$ cat config.mk
export PLATFORM = sky130hd
export DESIGN_NAME = ping_sensor_emu
export DESIGN_NICKNAME = d
export VERILOG_FILES = /design/src/rtl/ping_sensor_emu.sv
export SDC_FILE = /design/constraint.sdc
export NUM_CORES = 1
export LEC_CHECK = 0
export CAP_MARGIN = 0
export CORE_AREA = 2 2 66 130
export DETAILED_ROUTE_END_ITERATION = 10
export DIE_AREA = 0 0 68 132
export PLACE_DENSITY = 0.8
export REMOVE_ABC_BUFFERS = 1
export SKIP_CTS_REPAIR_TIMING = 1
export SLEW_MARGIN = 20
export SYNTH_ARGS = -nofsm -noshare
export SYNTH_HDL_FRONTEND = slang
export SYNTH_SLANG_ARGS = --single-unit
export TNS_END_PERCENT = 5
$ cat constraint.sdc
create_clock -name clk -period 5.1 [get_ports clk]
set_clock_uncertainty 0.1 [all_clocks]
set_input_delay 0.765 -clock clk [delete_from_list [all_inputs] [get_ports clk]]
set_output_delay 0.765 -clock clk [all_outputs]
set_load 0.005 [all_outputs]
$ cat src/rtl/ping_sensor_emu.sv
// PING-style ultrasonic sensor emulator: answers a trigger pulse on the
// shared SIG line with a hold-off and an echo pulse of programmed width.
module ping_sensor_emu #(
   parameter int unsigned US_CYC       = 100,
   parameter int unsigned TRIG_MIN_CYC = 200,
   parameter int unsigned HOLDOFF_US   = 750,
   parameter int unsigned ECHO_MIN_US  = 115,
   parameter int unsigned ECHO_MAX_US  = 18500,
   parameter int unsigned RECOVER_US   = 200
) (
   input  logic        clk,
   input  logic        reset,
   input  logic        sig_in,
   input  logic [14:0] echo_us,
   output logic        sig_out,
   output logic        sig_oe,
   output logic        busy,
   output logic        done,
   output logic        short_trig,
   output logic [7:0]  meas_cnt
);

   localparam int unsigned PW = (US_CYC > 1) ? $clog2(US_CYC) : 1;

   localparam logic [PW-1:0] PRE_LAST  = PW'(US_CYC - 1);
   localparam logic [15:0]   TRIG_MIN  = 16'(TRIG_MIN_CYC);
   localparam logic [14:0]   HOLD_LAST = 15'(HOLDOFF_US - 1);
   localparam logic [14:0]   REC_LAST  = 15'(RECOVER_US - 1);
   localparam logic [14:0]   E_MIN     = 15'(ECHO_MIN_US);
   localparam logic [14:0]   E_MAX     = 15'(ECHO_MAX_US);

   typedef enum logic [2:0] {
      IDLE,
      TRIG,
      HOLDOFF,
      ECHO,
      RECOVER
   } state_t;

   state_t        state_q;
   logic          s1_q, s_q, sd_q;
   logic [PW-1:0] pre_q;
   logic [14:0]   us_q;
   logic [15:0]   trig_q;
   logic [14:0]   echo_w_q;
   logic [14:0]   echo_d;
   logic          out_q, oe_q, busy_q, done_q, short_q;
   logic [7:0]    meas_q;
   logic          tick;

   assign tick = (pre_q == PRE_LAST);

   always_comb begin
      echo_d = echo_us;
      if (echo_us < E_MIN) echo_d = E_MIN;
      else if (echo_us > E_MAX) echo_d = E_MAX;
   end

   always_ff @(posedge clk or posedge reset) begin
      if (reset) begin
         state_q  <= IDLE;
         s1_q     <= 1'b0;
         s_q      <= 1'b0;
         sd_q     <= 1'b0;
         pre_q    <= '0;
         us_q     <= '0;
         trig_q   <= '0;
         echo_w_q <= '0;
         out_q    <= 1'b0;
         oe_q     <= 1'b0;
         busy_q   <= 1'b0;
         done_q   <= 1'b0;
         short_q  <= 1'b0;
         meas_q   <= '0;
      end else begin
         s1_q    <= sig_in;
         s_q     <= s1_q;
         sd_q    <= s_q;
         done_q  <= 1'b0;
         short_q <= 1'b0;
         pre_q   <= tick ? '0 : pre_q + 1'b1;
         unique case (state_q)
            IDLE: begin
               if (s_q && !sd_q) begin
                  state_q <= TRIG;
                  trig_q  <= 16'd1;
                  busy_q  <= 1'b1;
                  pre_q   <= '0;
               end
            end
            TRIG: begin
               if (s_q) begin
                  if (trig_q != 16'hFFFF) trig_q <= trig_q + 16'd1;
               end else if (trig_q >= TRIG_MIN) begin
                  state_q  <= HOLDOFF;
                  echo_w_q <= echo_d;
                  oe_q     <= 1'b1;
                  out_q    <= 1'b0;
                  us_q     <= '0;
                  pre_q    <= '0;
               end else begin
                  state_q <= IDLE;
                  short_q <= 1'b1;
                  busy_q  <= 1'b0;
                  pre_q   <= '0;
               end
            end
            HOLDOFF: begin
               if (tick) begin
                  if (us_q == HOLD_LAST) begin
                     state_q <= ECHO;
                     out_q   <= 1'b1;
                     us_q    <= '0;
                  end else begin
                     us_q <= us_q + 15'd1;
                  end
               end
            end
            ECHO: begin
               if (tick) begin
                  if (us_q == echo_w_q - 15'd1) begin
                     state_q <= RECOVER;
                     out_q   <= 1'b0;
                     oe_q    <= 1'b0;
                     done_q  <= 1'b1;
                     meas_q  <= meas_q + 8'd1;
                     us_q    <= '0;
                  end else begin
                     us_q <= us_q + 15'd1;
                  end
               end
            end
            RECOVER: begin
               // Input is ignored here; IDLE needs a fresh edge.
               if (tick) begin
                  if (us_q == REC_LAST) begin
                     state_q <= IDLE;
                     busy_q  <= 1'b0;
                     us_q    <= '0;
                  end else begin
                     us_q <= us_q + 15'd1;
                  end
               end
            end
            default: state_q <= IDLE;
         endcase
      end
   end

   assign sig_out    = out_q;
   assign sig_oe     = oe_q;
   assign busy       = busy_q;
   assign done       = done_q;
   assign short_trig = short_q;
   assign meas_cnt   = meas_q;

endmodule

==> results.yml, run 1 <==
global_route:
  grt_antenna_before_repair: 0
  grt_max_degree: 48
  grt_pass1_wl_um: 17600
  grt_pass1_vias: 3898
  grt-ovfl-total: 0
  grtUsageTotal_pct: 25.7
cells_and_area:
  drive_gt1_share_pct: 5.60
  layout.nets: 524
  stdcell_count: 596
  fill_cells: 667
  diodes: 0
  area_growth_pct: 14.4
synthesis:
  ys_seq_area_share_pct: 42.3
  synthDistinctLibCells: 57
  ys_async_sr_fraction_pct: 100
  yosysWarnings: 0
  syn_inst: 480
  synth.avg_cell_area_um2: 8.88
  synthesis.area_um2: 4260
  ys.flop_type: "dfrtp_1"
  synth-seq-cells: 72
  synth_edf_count: 0
clock_network:
  ctsRootBufferMaster: "clkbuf_16"
  cts_max_level: 3
  path_clk_slew_ns: 0.05
  clockBufferDepth: 2
  cts_tree: "done"
  clock_latency_ns: 0.34
  cts_buffers: 9
  cts_sinks: 72
timing:
  max_freq_ghz: 0.249
  slew_headroom_pct: 36.8
  fin_crit_sh_pct: 78.7
  hold_ws_ns: 0.248
  worstMarginPinSlew_ns: 0.943
  setup-tns-final_ns: 0
  finalHoldViolCount: 0
  drv_slew: 0
  rsz0062_at_grt: "false"
  finalCriticalPeriod_ns: 4.01
  setup_viol: 0
worst_setup_path:
  critPathMaxFanout: 20
  slowest_delay_ns: 0.67
  r2r_cells: 9
  endpoint_kind: "flop"
  crit_path_start: "echo_w_q[0]$_DFFE_PP0P_"
  critPathKind: "reg -> reg"
  critPathCapture: "us_q[14]$_DFFE_PP0P_"
  r2r-start: "echo_w_q[0]$_DFFE_PP0P_"
  cp.required_ns: 5.20
  slowest_stage: "nand4_1"
  cp-start-kind: "flop"
  reg2reg_slack_ns: 1.09
  cp.arrival_ns: 4.11
  path_cells: "inv_1, ha_1, or3b_1, or3_1, or4_4, a211oi_1, nand4_1, nand3_1, o211ai_1"
  reg2reg_to: "us_q[14]$_DFFE_PP0P_"
power:
  internal_power_mw: 1.05
  clkPwrFrac_pct: 41.1
  p_sw_share_pct: 26.1
  power_frac_comb_pct: 12.3
  p_total_mw: 1.42
  power.switching_uw: 370
  seq_power_share_pct: 46.6
  p_per_area_nw_per_um2: 291
  vdd_ir_drop_max_v: 0.000254
  p_leak_nw: 2.06
floorplan:
  initial_core_util_pct: 53.7
  die_h_um: 132
  die_w_um: 68
  dieArea_um2: 8980
  ios: 31
  coreArea_um2: 7940
  rows: 46
detailed_routing:
  dr.pass1.iters: 5
  vias_per_cell: 6.40
  drt-total-wl_um: 10600
  wl_per_cell_um: 17.8
  route.met3.wl_um: 383
  wl_met2_um: 6050
  via_count: 3815
  drc: 0
  drtIter0Drc: 258
  antenna_left: 0
  maxUsedRoutingLayer: "met4"
  met1_length_um: 3730
run:
  cap_violations: 0
min_path:
  hold_path_class: "reg -> reg"
placement:
  dp_cells: 584
  port_buffers: 30
  gp_congestion: 0.880
  place_hpwl_um: 7820
outcome:
  outcome: "finished clean"
## cells by family (layout without fill, tap and decap cells)
kind of cell	after synthesis	after routing	synth area share, %
compound gates	92	92	14.7
buf+inv	45	65	4.23
mux	5	5	1.26
flops	72	72	42.3
fa+ha+maj	7	7	2.05
xor+xnor	42	42	8.95
simple gates	217	217	26.5
## cell usage after synthesis (3+ instances only)
cell type	count	area (µm²)
o21ai_0	23	115
a41oi_1	7	61.3
and2_1	3	18.8
a31oi_1	21	131
o211ai_1	5	37.5
nand3b_1	3	22.5
and3_1	8	50.1
inv_1	19	71.3
nor4b_1	4	35.0
or3_1	7	43.8
and4_1	6	52.6
clkbuf_1	20	75.1
mux2_2	3	33.8
ha_1	7	87.6
nand4_1	13	81.3
nor4_1	11	68.8
nand2_1	40	150
nor3_1	10	50.1
nand3_1	39	195
xnor2_1	17	149
nor2_1	54	203
or4_1	4	30.0
nand2b_1	5	31.3
dfrtp_1	72	1800
xor2_1	24	210
a2111oi_0	3	26.3
a21oi_1	12	60.1
## placed cells by master (no fill, tap or decap), drive strengths merged, types with 10 or more instances in the layout
| cell | count |
|---|---|
| xnor2 | 17 |
| nand3 | 39 |
| a31oi | 21 |
| xor2 | 24 |
| dfrtp | 72 |
| clkbuf | 10 |
| nand2 | 40 |
| inv | 18 |
| nand4 | 14 |
| nor3 | 12 |
| nor2 | 54 |
| nor4 | 11 |
| a21oi | 12 |
| clkdlybuf4s50 | 30 |
| o21ai | 23 |
## cell type report
cell class / instances / area [µm²] / share of cell area, %
multi-input combinational: 363 / 2300 / 47.1
clock buffer: 10 / 229 / 4.69
inverter: 21 / 80.1 / 1.64
sequential: 72 / 1800 / 36.9
timing repair buffer: 32 / 315 / 6.46
clock inverter: 2 / 35.0 / 0.718
tap: 96 / 120 / 2.46
## how the worst min path moves through the flow
stage                   startpoint             to  slack, ns  depth (start not counted)
floorplan           s1_q$_DFF_PP0_  s_q$_DFF_PP0_       0.23                          0
global placement    s1_q$_DFF_PP0_  s_q$_DFF_PP0_       0.24                          0
detailed placement  s1_q$_DFF_PP0_  s_q$_DFF_PP0_       0.24                          0
CTS                 s1_q$_DFF_PP0_  s_q$_DFF_PP0_       0.26                          0
global route        s1_q$_DFF_PP0_  s_q$_DFF_PP0_       0.26                          0
finish              s1_q$_DFF_PP0_  s_q$_DFF_PP0_       0.25                          0
## power by group through the flow
stage	sequential [mW]	combinational, mW	clock [mW]
5_1_grt	0.665	0.192	0.619
6_report	0.661	0.175	0.583
4_1_cts	0.658	0.175	0.593
3_3_place_gp	0.667	0.167	0
2_1_floorplan	0.653	0.112	0
3_5_place_dp	0.668	0.173	0
## state kept, by name (all words and copies together) (netlist names), 3 cells and up
signal    count
us_q         15
pre_q         7
meas_cnt      8
echo_w_q     15
trig_q       16
state_q       3
## per-stage QoR
stage               area, µm²  utilization [%]  setup slack, ns
floorplan                4160                -             1.45
global placement         4610             58.0             1.33
detailed placement       4610             58.0             1.16
CTS                      4870             61.3             1.13
global route             4880             61.4            0.900
finish                   4880             61.4             1.09
## per-layer routing
metal,track usage [%],up-vias
met1,25.1,1857
li1,-,1784
met5,0,-
met3,4.78,37
met4,15.2,0
met2,46.8,137
## critical path: cells and delay by family, from the launching register on
family                   cells  cell delay [ns]
flip-flops                   1             0.43
adder cells (fa/ha/maj)      1             0.24
buffers and inverters        1             0.08
AO/OA/AOI/OAI                2             0.41
AND/OR/NAND/NOR              5             2.60
No activity file was read; power rests on OpenSTA's default activity.
==> run 2: changes to the inputs <==
==> constraint.sdc (replaced) <==
create_clock -name clk -period 3.95 [get_ports clk]
set_clock_uncertainty 0.1 [all_clocks]
set_input_delay 0.5925 -clock clk [delete_from_list [all_inputs] [get_ports clk]]
set_output_delay 0.5925 -clock clk [all_outputs]
set_load 0.005 [all_outputs]
==> run 2 against run 1 <==
Effect of this change:
- utilization up 0.69 points
- total power up 33%
- flip-flop and latch count unchanged
- largest cell class unchanged
- first-iteration DRC count up 8.5%
==> results.yml, run 2 (synthesis results as in run 1) <==
outcome:
  outcome: "finished clean"
power:
  p_leak_nw: 2.10
  p_total_mw: 1.88
  p_per_area_nw_per_um2: 382
  vdd_ir_drop_max_v: 0.000241
timing:
  rsz0062_at_grt: "false"
  finalHoldViolCount: 0
  setup-tns-final_ns: 0
  fin_ws_ns: 0.555
  finalCriticalPeriod_ns: 3.40
  worstMarginPinSlew_ns: 0.909
  drv_slew: 0
  max_freq_ghz: 0.295
  fin_crit_sh_pct: 86.0
  slew_headroom_pct: 39.1
  setup_viol: 0
min_path:
  hold_path_class: "reg -> reg"
detailed_routing:
  vias_per_cell: 6.39
  drtIter0Drc: 280
  drt-total-wl_um: 10900
  drc: 0
  wl_per_cell_um: 18.0
  antenna_left: 0
  via_count: 3859
  dr.pass1.iters: 4
clock_network:
  clockBufferDepth: 2
  cts_sinks: 72
  clock_latency_ns: 0.34
  cts_max_level: 3
  cts_tree: "done"
  path_clk_slew_ns: 0.06
  cts_buffers: 9
  ctsRootBufferMaster: "clkbuf_16"
cells_and_area:
  largest_reg_flops: 16
  layout_common_cells: "72 x dfrtp_1, 54 x nor2_1, 40 x nand2_1, 39 x nand3_1, 30 x clkdlybuf4s50_1"
  diodes: 0
  reg_top3: "trig_q: 16 flops, echo_w_q: 15 flops, us_q: 15 flops"
  area_growth_pct: 15.7
  layout.nets: 529
  fill_cells: 679
  drive_gt1_share_pct: 6.89
  final_common_cell: "dfrtp_1"
  seq_area_um2: 1800
  final_cell_area_um2: 4930
  multi_input_area_um2: 2290
  regMostFlops: "trig_q"
floorplan:
  die_h_um: 132
  ios: 31
  die_w_um: 68
  rows: 46
  initial_core_util_pct: 53.7
  coreArea_um2: 7940
  dieArea_um2: 8980
placement:
  place_hpwl_um: 7920
  place_ws_ns: 0.606
  gp_congestion: 0.899
  placed_area_um2: 4650
  port_buffers: 30
worst_setup_path:
  slowest_stage: "or4_4"
  critPathMaxFanout: 8
  critPathKind: "reg -> reg"
  slowest_delay_ns: 0.52
  path_buf_inv: 1
  cp-start-kind: "flop"
  path_delay_family: "simple AND/OR/NAND/NOR gates"
  endpoint_kind: "flop"
  cp.arrival_ns: 3.49
  cp.required_ns: 4.05
  path_cells: "inv_1, ha_1, or3b_1, or3_1, or4_4, a21boi_0, nand4b_1, a311oi_1, o21ai_0"
global_route:
  grt_pass1_vias: 4006
  grt_antenna_before_repair: 0
  grt_max_degree: 39
  grt-ovfl-total: 0
  grtUsageTotal_pct: 26.3
  grt_pass1_wl_um: 18100
run:
  cap_violations: 0
run 2: path summary, 6_finish.rpt:
check                                              from                 endpoint  slack (ns)  cells past startpoint
worst max-delay path            echo_w_q[0]$_DFFE_PP0P_   state_q[0]$_DFFE_PP0P_        0.55                      9
worst min-delay path                     s1_q$_DFF_PP0_            s_q$_DFF_PP0_        0.25                      0
worst max register to register  echo_w_q[0]$_DFFE_PP0P_   state_q[0]$_DFFE_PP0P_        0.55                      9
worst min register to register           s1_q$_DFF_PP0_            s_q$_DFF_PP0_        0.25                      0
max in group asynchronous                         reset  meas_cnt[4]$_DFFE_PP0P_        2.24                      3
min in group asynchronous                         reset     short_trig$_DFF_PP0_        0.63                      2
run 2: stage by stage:
step	hold slack [ns]	util (%)	std cells
2_1_floorplan	0.231	-	456
3_3_place_gp	0.237	58.5	589
3_5_place_dp	0.237	58.5	589
4_1_cts	0.250	62.1	604
5_1_grt	0.263	62.1	604
6_report	0.248	62.1	604
run 2: cell type report:
class	count	area share, %
clock buffers	11	4.92
clock inverters	4	0.913
inverters	21	1.60
multi-input cells	363	46.5
flip-flops and latches	72	36.5
well taps	96	2.43
repair buffers	37	7.15
run 2: power breakdown:
group	internal, mW	switching, mW
clock network	0.499	0.305
registers	0.783	0.0705
logic	0.0985	0.125
run 2: routing by layer:
| layer | global-route usage (%) | share of wire [%] | vias up |
|---|---|---|---|
| li1 | - | - | 1796 |
| met1 | 26.0 | 35 | 1883 |
| met2 | 46.2 | 56 | 131 |
| met3 | 5.12 | 3.3 | 49 |
| met4 | 18.3 | 5.7 | 0 |
| met5 | 0 | 0 | - |
